[src/rtl/prng_stream_pkg.sv]
// Shared types for the PRNG stream buffer: FSM state encoding and the generator word type.
package prng_stream_pkg;
  typedef enum logic [1:0] {ST_IDLE, ST_RUN, ST_DRAIN} stream_state_e;

  localparam int WORD_W = 64;
  typedef logic [WORD_W-1:0] prng_word_t;
endpackage

[src/rtl/prng_word_fifo.sv]
// Synchronous word FIFO; power-of-two depth so pointers wrap naturally, full/empty derived from level.
module prng_word_fifo
  import prng_stream_pkg::*;
#(
  parameter int DEPTH = 8
) (
  input  logic                       clk,
  input  logic                       rst_n,
  input  logic                       push_i,
  input  prng_word_t                 wr_data_i,
  input  logic                       pop_i,
  output prng_word_t                 rd_data_o,
  output logic [$clog2(DEPTH+1)-1:0] level_o,
  output logic                       full_o,
  output logic                       empty_o
);
  localparam int PTR_W = $clog2(DEPTH);
  localparam int LVL_W = $clog2(DEPTH + 1);

  prng_word_t       mem_q [DEPTH];
  logic [PTR_W-1:0] wr_ptr_q, wr_ptr_d;
  logic [PTR_W-1:0] rd_ptr_q, rd_ptr_d;
  logic [LVL_W-1:0] level_q, level_d;
  logic             do_push, do_pop;

  assign full_o    = (level_q == LVL_W'(DEPTH));
  assign empty_o   = (level_q == '0);
  assign do_push   = push_i && !full_o;
  assign do_pop    = pop_i && !empty_o;
  assign level_o   = level_q;
  assign rd_data_o = mem_q[rd_ptr_q];

  always_comb begin
    wr_ptr_d = do_push ? wr_ptr_q + PTR_W'(1) : wr_ptr_q;
    rd_ptr_d = do_pop  ? rd_ptr_q + PTR_W'(1) : rd_ptr_q;
    level_d  = level_q;
    case ({do_push, do_pop})
      2'b10:   level_d = level_q + LVL_W'(1);
      2'b01:   level_d = level_q - LVL_W'(1);
      default: level_d = level_q;
    endcase
  end

  always_ff @(posedge clk or negedge rst_n) begin
    if (!rst_n) begin
      wr_ptr_q <= '0;
      rd_ptr_q <= '0;
      level_q  <= '0;
    end else begin
      wr_ptr_q <= wr_ptr_d;
      rd_ptr_q <= rd_ptr_d;
      level_q  <= level_d;
    end
  end

  // Storage carries no reset; occupancy is tracked solely by level_q.
  always_ff @(posedge clk) begin
    if (do_push) mem_q[wr_ptr_q] <= wr_data_i;
  end
endmodule

[src/rtl/prng_stream_buffer.sv]
// Throttles q_analog_prng, buffers its words and serialises them MSB-first onto a valid/ready stream.
// Optional repetition-count health test is compiled in with `define PRNG_HEALTH_EN.
module prng_stream_buffer
  import prng_stream_pkg::*;
#(
  parameter int DEPTH     = 8,
  parameter int OUT_W     = 8,
  parameter int HT_CUTOFF = 3
) (
  input  logic                       clk,
  input  logic                       rst_n,
  input  logic                       start,
  input  logic                       stop,
  output logic                       gen_en,
  input  prng_word_t                 prng_word,
  output logic [OUT_W-1:0]           out_data,
  output logic                       out_valid,
  input  logic                       out_ready,
  output logic                       busy,
  output logic [$clog2(DEPTH+1)-1:0] fifo_level,
  output logic [31:0]                word_cnt,
  output logic                       ht_fail
);
  localparam int NCHUNK = WORD_W / OUT_W;
  localparam int CNT_W  = (NCHUNK > 1) ? $clog2(NCHUNK) : 1;
  localparam int LVL_W  = $clog2(DEPTH + 1);

  if ((WORD_W % OUT_W) != 0) begin : g_chk_out_w
    $error("OUT_W must divide WORD_W");
  end
  if ((DEPTH < 2) || ((DEPTH & (DEPTH - 1)) != 0)) begin : g_chk_depth
    $error("DEPTH must be a power of two >= 2");
  end
  if (HT_CUTOFF < 2) begin : g_chk_cutoff
    $error("HT_CUTOFF must be >= 2");
  end

  stream_state_e    state_q, state_d;
  logic             gen_q;
  logic             fifo_push, fifo_pop, fifo_full, fifo_empty;
  prng_word_t       fifo_rd;
  logic [LVL_W-1:0] level;
  prng_word_t       sreg_q, sreg_d;
  logic             ser_vld_q, ser_vld_d;
  logic [CNT_W-1:0] chunk_q, chunk_d;
  logic [31:0]      word_cnt_q, word_cnt_d;
  logic             hs, last_chunk, start_acc, ht_fail_d;

  prng_word_fifo #(.DEPTH(DEPTH)) u_fifo (
    .clk       (clk),
    .rst_n     (rst_n),
    .push_i    (fifo_push),
    .wr_data_i (prng_word),
    .pop_i     (fifo_pop),
    .rd_data_o (fifo_rd),
    .level_o   (level),
    .full_o    (fifo_full),
    .empty_o   (fifo_empty)
  );

  // The word requested last cycle is on prng_word now; the throttle guarantees room for it.
  assign fifo_push = gen_q && !fifo_full;
  assign start_acc = (state_q == ST_IDLE) && start;

  always_ff @(posedge clk or negedge rst_n) begin
    if (!rst_n) state_q <= ST_IDLE;
    else        state_q <= state_d;
  end

  always_comb begin
    state_d = state_q;
    unique case (state_q)
      ST_IDLE:  if (start) state_d = ST_RUN;
      ST_RUN:   if (stop || ht_fail_d) state_d = ST_DRAIN;
      ST_DRAIN: if (fifo_empty && !ser_vld_q && !gen_q) state_d = ST_IDLE;
      default:  state_d = ST_IDLE;
    endcase
  end

  always_comb begin
    busy   = (state_q != ST_IDLE);
    gen_en = (state_q == ST_RUN) && ((int'(level) + int'(gen_q)) < DEPTH);
  end

  // Serialiser: reload straight after the final chunk so back-to-back words have no bubble.
  assign hs         = ser_vld_q && out_ready;
  assign last_chunk = (chunk_q == CNT_W'(NCHUNK - 1));
  assign fifo_pop   = (!ser_vld_q || (hs && last_chunk)) && !fifo_empty;

  always_comb begin
    sreg_d    = sreg_q;
    chunk_d   = chunk_q;
    ser_vld_d = ser_vld_q;
    if (fifo_pop) begin
      sreg_d    = fifo_rd;
      chunk_d   = '0;
      ser_vld_d = 1'b1;
    end else if (hs) begin
      sreg_d  = sreg_q << OUT_W;
      chunk_d = chunk_q + CNT_W'(1);
      if (last_chunk) ser_vld_d = 1'b0;
    end
    word_cnt_d = word_cnt_q;
    if (start_acc)      word_cnt_d = '0;
    else if (fifo_push) word_cnt_d = word_cnt_q + 32'd1;
  end

  always_ff @(posedge clk or negedge rst_n) begin
    if (!rst_n) begin
      gen_q      <= 1'b0;
      sreg_q     <= '0;
      ser_vld_q  <= 1'b0;
      chunk_q    <= '0;
      word_cnt_q <= '0;
    end else begin
      gen_q      <= gen_en;
      sreg_q     <= sreg_d;
      ser_vld_q  <= ser_vld_d;
      chunk_q    <= chunk_d;
      word_cnt_q <= word_cnt_d;
    end
  end

  assign out_data   = sreg_q[WORD_W-1 -: OUT_W];
  assign out_valid  = ser_vld_q;
  assign fifo_level = level;
  assign word_cnt   = word_cnt_q;

`ifdef PRNG_HEALTH_EN
  localparam int REP_W = $clog2(HT_CUTOFF + 1);

  prng_word_t       last_q;
  logic             have_q;
  logic [REP_W-1:0] rep_q, rep_d;
  logic             ht_q, ht_trip;

  // rep_cnt saturates at the cutoff so a long run cannot wrap back below it.
  always_comb begin
    rep_d = rep_q;
    if (fifo_push) begin
      if (have_q && (prng_word == last_q)) begin
        if (rep_q != REP_W'(HT_CUTOFF)) rep_d = rep_q + REP_W'(1);
      end else begin
        rep_d = REP_W'(1);
      end
    end
  end

  assign ht_trip   = fifo_push && (rep_d == REP_W'(HT_CUTOFF));
  assign ht_fail_d = ht_q || ht_trip;
  assign ht_fail   = ht_q;

  always_ff @(posedge clk or negedge rst_n) begin
    if (!rst_n) begin
      have_q <= 1'b0;
      rep_q  <= '0;
      ht_q   <= 1'b0;
    end else begin
      ht_q <= ht_fail_d;
      if (start_acc) begin
        have_q <= 1'b0;
        rep_q  <= '0;
      end else if (fifo_push) begin
        have_q <= 1'b1;
        rep_q  <= rep_d;
      end
    end
  end

  always_ff @(posedge clk) begin
    if (fifo_push) last_q <= prng_word;
  end
`else
  assign ht_fail_d = 1'b0;
  assign ht_fail   = 1'b0;
`endif
endmodule

[config.mk]
export PLATFORM = sky130hd
export DESIGN_NAME = prng_stream_buffer
export DESIGN_NICKNAME = d
export VERILOG_FILES = /design/src/rtl/prng_stream_pkg.sv /design/src/rtl/prng_word_fifo.sv /design/src/rtl/prng_stream_buffer.sv
export SDC_FILE = /design/constraint.sdc
export NUM_CORES = 1
export LEC_CHECK = 0
export ABC_CLOCK_PERIOD_IN_PS = 6900
export CORE_MARGIN = 2
export CORE_UTILIZATION = 62
export CTS_BUF_LIST = sky130_fd_sc_hd__clkbuf_8
export CTS_CLUSTER_DIAMETER = 100
export DETAILED_ROUTE_END_ITERATION = 7
export GPL_TIMING_DRIVEN = 0
export HOLD_SLACK_MARGIN = 0.12
export PLACE_DENSITY = 0.82
export SLEW_MARGIN = 10
export SYNTH_ARGS = -nofsm -noshare
export SYNTH_HDL_FRONTEND = slang
export SYNTH_HIERARCHICAL = 1
export SYNTH_SLANG_ARGS = --single-unit
[constraint.sdc]
create_clock -name clk -period 6.9 [get_ports clk]
set_input_delay 1.035 -clock clk [delete_from_list [all_inputs] [get_ports clk]]
set_output_delay 1.035 -clock clk [all_outputs]
set_load 0.02 [all_outputs]
==> results of run 1 <==
## worst register-to-register path: cells and delay by family, from the launching register on
family / cells / cell delay, ns
AOI/OAI and AO/OA: 4 / 1.16
adders and majority gates: 4 / 1.06
buffers and inverters: 3 / 1.13
DFF: 1 / 0.40
and+or+nand+nor: 2 / 0.77
## power by group
| group | internal, uW | switching, uW | leakage [uW] |
|---|---|---|---|
| combinational | 1370 | 1450 | 0.00254 |
| clock | 1590 | 1420 | 0.00110 |
| sequential | 4580 | 211 | 0.00615 |
## worst paths after layout
path / startpoint / slack (ns) / cells after the start / endpoint
max in group asynchronous: rst_n / 5.91 / 2 / sreg_q[52]
setup reg to reg: chunk_q[0] / 2.24 / 13 / u_fifo/level_o[3]
hold reg to reg: sreg_q[23] / 0.48 / 2 / sreg_q[23]
hold / removal: rst_n / 0.31 / 1 / u_fifo/rd_ptr_q[0]
setup / recovery: out_ready / 1.92 / 12 / u_fifo/level_o[3]
min in group clk: sreg_q[23] / 0.48 / 2 / sreg_q[23]
## synthesized netlist by cell type, types with 6 or more instances
cell type	count	area share [%]
o21ai_0	70	1.4
mux2_2	66	3.0
nor2_1	16	0.24
clkbuf_1	36	0.54
mux4_2	128	12
nand4_1	7	0.18
or3_1	8	0.20
buf_2	6	0.12
nand3_1	14	0.28
o31ai_1	13	0.39
a21oi_1	26	0.52
buf_1	9	0.14
buf_6	12	0.54
nor4_1	7	0.18
inv_1	15	0.23
or4_1	17	0.51
xnor2_1	10	0.35
nand2_1	85	1.3
a22o_1	8	0.28
edfxtp_1	512	62
ha_1	8	0.40
dfrtp_1	113	11
mux2i_1	58	2.3
buf_4	11	0.33
## state kept, by name, summed over array words and instances (netlist names)
name	cells
u_fifo/mem_q	512
sreg_q	64
word_cnt	32
u_fifo/level_o	4
chunk_q	3
u_fifo/rd_ptr_q	3
u_fifo/wr_ptr_q	3
state_q	2
gen_q	1
out_valid	1
## kinds of logic after synthesis
group	after synthesis	synth area share, %
AOI/OAI and AO/OA	128	2.987
buffers and inverters	89	1.907
adders and majority gates	9	0.4843
and+or+nand+nor	182	3.758
xor gates and xnor gates	14	0.4944
other	1	0.01512
muxes	252	16.96
DFF	625	73.39
## layout by cell type, fill, tap and decap left out, types with 14 or more instances in the layout
master           count
mux4_2             128
or4_1               17
clkdlybuf4s50_1    114
o21ai_0             70
clkinv_1            14
inv_1               42
dfrtp_1            113
nand3_1             14
buf_6               16
clkinv_2            15
nand2_1             85
buf_4               24
mux2i_1             58
clkbuf_1            36
clkbuf_8           114
a21oi_1             26
edfxtp_1           512
mux2_2              66
## cell type report
cell class	count	area (um2)
Sequential cell	625	18200
Antenna cell	3	7.507
Buffer	74	416.7
Clock inverter	64	357.8
Inverter	15	56.30
Timing Repair Buffer	150	1709
Multi-Input combinational cell	586	6181
Clock buffer	114	1569
Fill cell	2239	10480
Tap cell	525	656.9
## routing by layer
layer | GRT usage, % | vias to the layer above
li1 | - | 5741
met1 | 35.15 | 6898
met2 | 43.68 | 615
met3 | 5.612 | 123
met4 | 10.30 | 0
met5 | 0 | -
## stage by stage
stage / TNS, ns / setup WS (ns) / std cells / utilization (%)
2_1_floorplan: 0 / 0.4980 / 1300 / -
3_3_place_gp: -710.99 / -3.990 / 1940 / 67.13
3_5_place_dp: 0 / 1.490 / 1975 / 68.67
4_1_cts: 0 / 2.066 / 2153 / 73.53
5_1_grt: 0 / 1.770 / 2154 / 73.54
6_report: 0 / 1.922 / 2156 / 73.55
==> results.md, run 1 <==
* Grt total ovfl at 0
* Initial Util at 62.57%
* Worst Tran Pin Value at 0.9704 ns
* Post-synthesis net count at 1378
* Unrepaired setup endpoints after global routing: no
* CP max FO at 10
* CTS tree: done
* Period Utilization, post-route at just over 70%
* Placement Cell Area at between 20000 and 30000 um2
* Final Max Tran Viols at 0
* Min Tclk post-route at between 4 and 5 ns
* Worst Path Required at 7.43 ns
* Final Cell Area at about 29000 um2
* Total track usage at 26.47%
* Met3 WL at 4.167 mm
* IO Count at 117
* Routed vias/inst at between 6 and 7
* 1st-iter DRT viols at 1407
* Post-synth ARST share at 18.08%
* Syn Inst Count at 1300
* Die footprint at 41620 um2
* Total number of vias at 13380
* Max stage delay on crit path at 0.70 ns
* Yosys warnings at 6
* Post-CTS setup buffer count at 0
* Sink Count at between 600 and 700
* Vias in the first global route at 13900
* Worst setup path class: input port to flip-flop
* Tightest Hold Check Type: input port to asynchronous set/reset pin
* CP bufs+invs at 4
* Final wirelength at 53.32 mm
* Cell Pwr Density at 364.2 nW/um2
* Register area share after synthesis at 73.39%
* Maximum vdd drop at approximately 0.21 mV
* CP Launch Type: input port
* Cts bufs inserted at 98
* Leak at between 0.009 and 0.01 uW
* Cts hold-fix bufs at 0
* Die H at 204.0 um
* Dpl hpwl at 34.32 mm
* # DRC at 0
* CP Cell Sequence: clkdlybuf4s50_1, nand2_1, a21oi_1, buf_2, clkbuf_1, o41ai_1, inv_1, ha_1, ha_1, or4b_2, o311ai_0, o211ai_1
* Min Hold Slack at around 0.3 ns
* Outcome: complete, no violations
* Final hold vios at 0
* CTS H-tree depth at 3
* # port buffers at between 100 and 150
* Delay-heaviest family, CP: buffers and inverters
* First-pass GRT wire length at 81.16 mm
* First-pass DRT Iterations at 5
* Max_cap viols at 0
* Metal2 WL at 26.93 mm
* Root Buffer: clkbuf_8
* Clk_skew at approximately 0.034 ns
* Post_cts resized at 0
* Deepest clock path buffer count at 3
* Avg WL per Cell at 24.73 um
* Fmax at 200.9 MHz
* Area Overhead vs Synth at 17.56%
* Die X at between 200 and 250 um
* # setup viols final at 0
* Num rows at 73
* Max-slew headroom at around 34%
* CP dominant cell by count: ha_1
* Main synth FF type: edfxtp_1
* Layout cells sized above 1 at 25.25%
* Worst skew pair latency at 0.68 ns
* Mapped cell area at roughly 25000 um2
* Highest routed metal layer: met4
* Netlist cell types at 52
* CP Capture Type: flip-flop
* Reg clk slew, reported paths at 0.06 ns
* CP arrival at 5.50 ns
* Largest net degree at the start of global routing at between 60 and 70
* Syn avg cell area at 19.08 um2
* Met1 wire length at a little over 20 mm
* Count of state elements after synthesis at ~630
* Core area at 39640 um2
* Post-detailed-route count of antenna-violating nets at 0
* Overall power at between 10000 and 15000 uW
* Critical Path Slowest Stage Cell: or4b_2
* Post-synth EDFFs at 512
* Final nets at 1628
* Initial antenna violation count at 2
* Placer Congestion at 0.8378
Note: power is estimated with default switching activity, not from simulation.
==> inputs of run 2 (changes only) <==
--- a/config.mk
+++ b/config.mk
@@ -5,15 +5,15 @@
 export SDC_FILE = /design/constraint.sdc
 export NUM_CORES = 1
 export LEC_CHECK = 0
-export ABC_CLOCK_PERIOD_IN_PS = 6900
+export ABC_CLOCK_PERIOD_IN_PS = 4150
 export CORE_MARGIN = 2
-export CORE_UTILIZATION = 62
+export CORE_UTILIZATION = 56
 export CTS_BUF_LIST = sky130_fd_sc_hd__clkbuf_8
 export CTS_CLUSTER_DIAMETER = 100
 export DETAILED_ROUTE_END_ITERATION = 7
 export GPL_TIMING_DRIVEN = 0
 export HOLD_SLACK_MARGIN = 0.12
-export PLACE_DENSITY = 0.82
+export PLACE_DENSITY = 0.78
 export SLEW_MARGIN = 10
 export SYNTH_ARGS = -nofsm -noshare
 export SYNTH_HDL_FRONTEND = slang
==> constraint.sdc (replaced) <==
create_clock -name clk -period 4.15 [get_ports clk]
set_input_delay 0.6225 -clock clk [delete_from_list [all_inputs] [get_ports clk]]
set_output_delay 0.6225 -clock clk [all_outputs]
set_load 0.02 [all_outputs]
==> results.md, run 2 (same netlist as run 1, synthesis figures left out) <==
* Final Max Tran Viols at 0
* Final wirelength at 52.53 mm
* Cell Pwr Density at 599.6 nW/um2
* Unrepaired setup endpoints after global routing: no
* # setup viols final at 0
* Min Tclk post-route at 3.969 ns
* CTS H-tree depth at 3
* Outcome: complete, no violations
* First-pass DRT Iterations at 5
* Area Overhead vs Synth at 18.06%
* Layout cells sized above 1 at 24.45%
* Die X at 214.4 um
* Tightest Hold Check Type: input port to asynchronous set/reset pin
* Worst Tran Pin Value at 0.9500 ns
* Post-placement cell count at 2037
* Core area at 43930 um2
* Avg WL per Cell at 23.69 um
* CP Launch Type: flip-flop
* # DRC at 0
* Worst Path Required at about 4.7 ns
* CP Capture Type: flip-flop
* Final WS setup at 0.1811 ns
* Leak at between 0.009 and 0.01 uW
* Placer Congestion at 0.8369
* Total track usage at a little under a quarter
* Grt total ovfl at 0
* Die footprint at 45990 um2
* Commonest non-fill, non-tap cell in the layout: edfxtp_1
* Most flops, register: u_fifo/mem_q
* Initial Util at 56.45%
* Maximum vdd drop at 0.2938 mV
* Deepest clock path buffer count at 3
* Reg clk slew, reported paths at 0.06 ns
* Routed vias/inst at 5.923
* Worst skew pair latency at 0.68 ns
* Cts bufs inserted at 98
* Sink Count at 625
* Vias in the first global route at 13620
* # port buffers at 115
* Max-slew headroom at 36.67%
* Num rows at 77
* Die H at 214.4 um
* Final cell count without fillers at approximately 2200
* CP arrival at 4.49 ns
* Worst setup path class: flip-flop to flip-flop
* Final hold vios at 0
* Max_cap viols at 0
* First-pass GRT wire length at 80.66 mm
* Clk_skew at between 0.02 and 0.025 ns
* Fmax at roughly 250 MHz
* Final nets at 1622
* Worst reg-to-reg path cell count at 10
* Dpl hpwl at approximately 34 mm
* Post-CTS setup buffer count at 0
* Period Utilization, post-route at 95.64%
* 1st-iter DRT viols at around 1300
* Post-detailed-route count of antenna-violating nets at 0
* Initial antenna violation count at 2
* IO Count at 117
* Max reg flops at 512
* CP max FO at 19
* CTS tree: done
* Largest net degree at the start of global routing at between 60 and 70
* Most frequent cells in the layout: edfxtp_1, mux4_2, clkdlybuf4s50_1
* Pre-CTS setup slack at -0.8919 ns
* Total number of vias at 13130
* Root Buffer: clkbuf_8
-- run 2: cell types whose count changed in the layout (fill, tap and decap cells not counted), sizes merged, moves of 2 or more --
cell,change
inv,+14
clkinv,-10
buf,-6
clkbuf,-4
diode,-2
-- run 2: worst paths after layout --
path | from | to | slack, ns
setup reg to reg | u_fifo/level_o[2] | u_fifo/level_o[3] | 0.18
hold reg to reg | sreg_q[21] | sreg_q[21] | 0.48
setup / recovery | u_fifo/level_o[2] | u_fifo/level_o[3] | 0.18
max in group asynchronous | rst_n | chunk_q[1] | 2.98
min in group clk | sreg_q[21] | sreg_q[21] | 0.48
hold / removal | rst_n | u_fifo/level_o[0] | 0.46
-- run 2: where the power goes --
| part | switching [uW] | leakage (uW) | internal [uW] |
|---|---|---|---|
| clock | 2320 | 0.00111 | 2570 |
| combinational | 2400 | 0.00254 | 2300 |
| sequential | 348 | 0.00615 | 7610 |
| total | 5070 | 0.00981 | 12500 |
-- run 2: final cells by class --
cell class                      instances  area, um2
Inverter                               15      56.30
Sequential cell                       625      18200
Buffer                                 72      411.6
Multi-Input combinational cell        586       6200
Antenna cell                            1      2.502
Timing Repair Buffer                  146       1788
Fill cell                            2915      14650
Clock inverter                         69      351.6
Clock buffer                          111       1528
Tap cell                              592      740.7
-- run 2: critical path, cell delays in order, from the launching register on --
cell	delay (ns)
dfrtp_1	0.46
nor4_2	0.60
a21oi_1	0.28
clkbuf_4	0.35
o41ai_1	0.20
inv_1	0.19
ha_1	0.34
ha_1	0.37
or4b_2	0.69
o311ai_0	0.17
o211ai_1	0.16
-- run 2: per-stage QoR --
step / total power (uW) / cell area (um2) / utilization, % / setup TNS [ns] / hold slack, ns
after detailed placement: 12830 / 27390 / 62.34 / -1.335 / 0.4697
after global routing: 18340 / 29280 / 66.65 / 0 / 0.4633
after global placement: 12540 / 26700 / 60.78 / -1932.39 / 0.4635
after CTS: 17730 / 29280 / 66.65 / 0 / 0.4287
after floorplan: 11140 / 24810 / - / -242.95 / 0.3269
final: 17560 / 29280 / 66.65 / 0 / 0.4600
-- run 2: metal layers --
layer  share of wire, %  wire (um)  vias up  GRT usage [%]
met5              0.023         12        -              0
met4                2.5       1295        2          8.356
met3                6.1       3207       86          4.128
met2                 49      25890      483          37.77
met1                 42      22120     6833          32.81
li1                   -          -     5727              -
-- run 2: timing repair --
item | in CTS | in global routing
hold buffers | 1 | 0
endpoints found under the hold margin | 45 | 0
endpoints found under the setup margin | 1 | 1
gates resized for setup | 1 | 1
==> RTL change 1 (config.mk and constraints of run 1) <==
Add a define of `PRNG_HEALTH_EN`.
--- a/src/rtl/prng_stream_buffer.sv
+++ b/src/rtl/prng_stream_buffer.sv
@@ -2,2 +2,4 @@
 // Optional repetition-count health test is compiled in with `define PRNG_HEALTH_EN.
+`define PRNG_HEALTH_EN
+
 module prng_stream_buffer
Check against the original RTL: not equivalent (Yosys sat finds a counterexample within 10 cycles, from zero or initial values and one cycle with rst_n low).
==> RTL change 1 against run 1 <==
Setup slack better by 0.66 ns; register-to-register slack better by 0.60 ns; power is 9.5% higher; die area is 11% higher; synthesized area is 11% higher; utilization is 0.64 points lower; design area is 10% higher; highest routed layer is now met5; wire length is 13% higher; sequential cell count is 68 higher; synthesized cell count is 12% higher.
==> RTL change 1: results (changes against run 1) <==
drt_iter0_drc: 1744  # +24%
dp_hpwl_um: 39400  # +15%
grt_use_total_pct: 26.8  # +0.30 points
routed_wl_um: 60300  # +13%
gp_congestion: 0.813  # -3.0%
diodes: 0  # -3
yosys_warnings: 6  # unchanged
cts_setup_buffers: 0  # unchanged
port_buffers: 116  # +0.87%
whs_ns: 0.261  # -0.0460 ns
drt-met1-wl_um: 23200  # +13%
p_leak_nw: 10.9  # +11%
nets: 1781  # +9.4%
grt_pass1_vias: 15300  # +10%
cpPeakStageDelay_ns: 0.69
worst-slew-pin-transition_ns: 1.04  # +0.0706 ns
grtUsageMet2_pct: 44.4  # +0.73 points
wl_met3_um: 4960  # +19%
gr-usage-met3_pct: 5.76  # +0.15 points
synth.distinct_cells: 54  # +3.8%
arrival_ns: 4.86  # -0.64 ns
grtUsageMet1_pct: 35.3  # +0.20 points
antenna_found_initial: 4  # +2
irDropWorstVdd_v: 0.000208  # -2.3%
grt_pass1_wl_um: 91000  # +12%
largest_registers: "u_fifo/mem_q x512, last_q x64, sreg_q x64"
seq_area_frac_synth_pct: 73.6  # +0.17 points
ff2ff_path_depth: 13  # unchanged
routed.top_layer: "met5"
status: "finished clean"
met2_wirelength_um: 30300  # +13%
viasPerCell: 6.13  # -1.2%
netlist_top_cells_area: "edfxtp_1 (63%), dfrtp_1 (11%), mux4_2 (10%)"
cts_buffers: 106  # +8.2%
synth_edf_count: 576  # +13%
rrSetupSlack_ns: 2.84  # +0.60 ns
drive_above_1_share_pct: 23.0  # -2.2 points
clk_latency_ns: 0.70  # +0.02 ns
synthesis.nets: 1528  # +11%
skew_ns: 0.0473  # +0.0133 ns
synth_commonest_cells: "edfxtp_1 (576), mux4_2 (128), dfrtp_1 (117)"
place_ws_ns: 1.93  # +0.442 ns
[RTL change 1: cell count changes in the layout (fill, tap and decap cells not counted), sizes merged, moves of 8 or more]
cell | run 1 | this run
inv | 45 | 73
clkinv | 31 | 23
edfxtp | 512 | 576
clkbuf | 150 | 135
nor2 | 16 | 45
a21oi | 26 | 13
xnor2 | 10 | 69
nand4 | 9 | 23
xor2 | 4 | 18
or4 | 18 | 0
o31ai | 13 | 0
[RTL change 1: final cells by class]
class / count / area (um^2)
Buffer: 67 / 392
Timing Repair Buffer: 145 / 1800
Tap cell: 592 / 741
Sequential cell: 693 / 20200
Clock inverter: 82 / 419
Inverter: 19 / 73.8
Fill cell: 2516 / 11900
Multi-Input combinational cell: 671 / 6870
Clock buffer: 115 / 1580
[RTL change 1: how the worst max path moves through the flow]
stage | start | end | slack [ns] | depth (start not counted)
final | out_ready | u_fifo/level_o[3]$_DFFE_PN0P_ | 2.59 | 12
after global routing | out_ready | u_fifo/level_o[3]$_DFFE_PN0P_ | 2.50 | 12
after CTS | out_ready | u_fifo/level_o[3]$_DFFE_PN0P_ | 2.66 | 12
after detailed placement | out_ready | u_fifo/level_o[3]$_DFFE_PN0P_ | 1.93 | 12
after global placement | u_fifo/level_o[0]$_DFFE_PN0P_ | u_fifo/mem_q[7][33]$_DFFE_PP_ | -2.04 | 6
after floorplan | u_fifo/level_o[0]$_DFFE_PN0P_ | u_fifo/mem_q[3][0]$_DFFE_PP_ | 1.40 | 6
[RTL change 1: cell families after synthesis]
family                     synth area share (%)
adders and majority gates                 0.437
and+or+nand+nor                            4.04
DFF                                        73.6
muxes                                      15.3
buffers and inverters                      1.68
AOI/OAI and AO/OA                          2.16
xor gates and xnor gates                   2.77
[RTL change 1: where the power goes]
| group | internal (mW) | switching [mW] | total, mW | leakage (nW) |
|---|---|---|---|---|
| Clock | 1.61 | 1.53 | 3.15 | 1.21 |
| Sequential | 5.14 | 0.261 | 5.40 | 6.79 |
| Combinational | 1.45 | 1.64 | 3.08 | 2.85 |
| Total | 8.20 | 3.43 | 11.6 | 10.9 |
[RTL change 1: per-stage QoR]
step,std cells,power (mW),area (um^2),utilization [%],TNS [ns]
4_1_cts,2384,11.7,32100,72.9,0
5_1_grt,2384,12.1,32100,72.9,0
6_report,2384,11.6,32100,72.9,0
3_5_place_dp,2187,8.54,30100,68.4,0
3_3_place_gp,2158,8.33,29400,66.8,-897.12
2_1_floorplan,1450,7.43,27500,-,0
[RTL change 1: worst reg2reg max path, delay by kind of cell, from the launching register on]
kind	cells	cell delay (ns)
flops	1	0.38
compound gates	4	1.07
buf+inv	3	0.77
fa+ha+maj	4	0.97
simple gates	2	0.76
==> RTL change 2 (settings of run 1) <==
Without the edit above. Put a register stage on the output `fifo_level`, without a reset. The value now appears one clock later. The other outputs are not delayed to match.
--- a/src/rtl/prng_stream_buffer.sv
+++ b/src/rtl/prng_stream_buffer.sv
@@ -125,3 +125,5 @@
   assign out_valid  = ser_vld_q;
-  assign fifo_level = level;
+  always_ff @(posedge clk) begin
+    fifo_level <= level;
+  end
   assign word_cnt   = word_cnt_q;
Behaviour: not the same (Yosys sat finds a counterexample within 4 cycles, from zero or initial values and one cycle with rst_n low).
==> RTL change 2 against run 1 <==
Sequential share of layout area increased by 0.26 points; global-route usage decreased by 0.23 points; count of clock-buffer cells in the layout down 9; sequential cell count grew 4; maximum frequency increased by 6.4%; utilization shrank 0.16 points; synthesized area up 0.60%; setup slack gained 0.30 ns; power decreased by 0.99%; design area hardly changed; wire length decreased by 0.53%; synthesized cell count increased by 0.77%; critical endpoint unchanged; largest cell class unchanged; largest power group unchanged; highest routed layer is now met5.
==> RTL change 2: results (changes against run 1) <==
routed_wl_um: 53000  # -0.53%
drc_errors: 0  # unchanged
grt_use_total_pct: 26.2  # -0.23 points
drive_above_1_share_pct: 24.0  # -1.2 points
grt_pass1_vias: 13800  # -0.99%
cts_buffers: 96  # -2.0%
num_vias: 13400  # +0.11%
max-slew-margin-rel_pct: 37.2  # +3.6 points
grt_pass1_wl_um: 80900  # -0.27%
clk_latency_ns: 0.65  # -0.03 ns
drt_iter0_drc: 1289  # -8.4%
dp_hpwl_um: 34000  # -0.91%
irDropWorstVdd_v: 0.000287  # +35%
gp_congestion: 0.850  # +1.5%
p_leak_nw: 9.86  # +0.67%
nets: 1635  # +0.43%
grt_max_degree: 90  # +30%
rrSetupSlack_ns: 2.56  # +0.32 ns
skew_ns: 0.0175  # -0.0165 ns
dp.cells: 1984  # +0.46%
netlist_top_cells_area: "edfxtp_1 (62%), mux4_2 (12%), dfrtp_1 (11%)"
root_buffer: "clkbuf_8"
status: "finished clean"
arrival_ns: 5.19  # -0.31 ns
synth.distinct_cells: 54  # +3.8%
synth.avg_cell_area_um2: 19.0  # -0.17%
first_pass_iters: 7  # +2
seq_area_frac_synth_pct: 73.3  # -0.11 points
==> RTL change 2: cell count changes in the layout (fill, tap and decap cells not counted), sizes merged, moves of 7 or more <==
cell    change
clkinv     -13
nand4       +7
inv         +8
clkbuf     -16
a21oi       -7
==> RTL change 2: worst paths after layout <==
check | startpoint | endpoint | depth (start not counted)
setup / recovery | out_ready | u_fifo/level_o[3]$_DFFE_PN0P_ | 12
hold / removal | rst_n | u_fifo/level_o[0]$_DFFE_PN0P_ | 1
setup reg to reg | chunk_q[0]$_DFFE_PN0P_ | u_fifo/level_o[3]$_DFFE_PN0P_ | 13
hold reg to reg | sreg_q[18]$_DFFE_PN0P_ | sreg_q[18]$_DFFE_PN0P_ | 2
max in group asynchronous | rst_n | sreg_q[62]$_DFFE_PN0P_ | 2
min in group clk | sreg_q[18]$_DFFE_PN0P_ | sreg_q[18]$_DFFE_PN0P_ | 2
==> RTL change 2: area by class of cell <==
class	count	area (um^2)
sequential	629	18300
buffer	76	449
antenna	2	5.00
fill	2291	10600
tap	525	657
clock inverter	66	343
multi-input combinational	594	6230
inverter	11	41.3
clock buffer	105	1450
timing repair buffer	149	1710
==> RTL change 2: critical path: stages <==
cell and delay (ns):
clkdlybuf4s50_1 0.60, nand2_1 0.11, a21oi_1 0.51, buf_2 0.39
clkbuf_1 0.48, o41ai_1 0.25, inv_1 0.17, ha_1 0.33
ha_1 0.34, or4b_2 0.69, o311ai_0 0.13, o211ai_1 0.14
==> RTL change 2: report_power, final <==
group          internal (mW)  switching, mW  leakage, nW
registers               4.61          0.222         6.18
logic                   1.38           1.46         2.61
clock network           1.50           1.34         1.06
total                   7.49           3.03         9.86
==> RTL change 2: per-layer routing <==
layer	share of wire, %	vias up	global-route usage (%)
li1	-	5768	-
met2	50	564	42.8
met4	3.1	2	9.32
met1	39	6939	35.6
met3	7.2	119	5.63
met5	0.030	-	0
==> RTL change 2: logic make-up after synthesis <==
group | share of synthesized area, %
other | 0.0150
AND/OR/NAND/NOR | 4.01
multiplexers | 17.0
flip-flops | 73.3
AO/OA/AOI/OAI | 2.70
adder cells (fa/ha/maj) | 0.481
XOR/XNOR | 0.562
buffers and inverters | 1.97
==> RTL change 2: per-stage QoR <==
step / area, um^2 / hold WS (ns) / worst slack [ns] / utilization [%] / TNS (ns)
2_1_floorplan: 24900 / 0.437 / 0.644 / - / 0
3_3_place_gp: 26800 / 0.461 / -4.07 / 67.3 / -707.80
3_5_place_dp: 27400 / 0.470 / 1.66 / 68.9 / 0
4_1_cts: 29200 / 0.211 / 2.35 / 73.4 / 0
5_1_grt: 29200 / 0.237 / 2.06 / 73.4 / 0
6_report: 29200 / 0.245 / 2.22 / 73.4 / 0
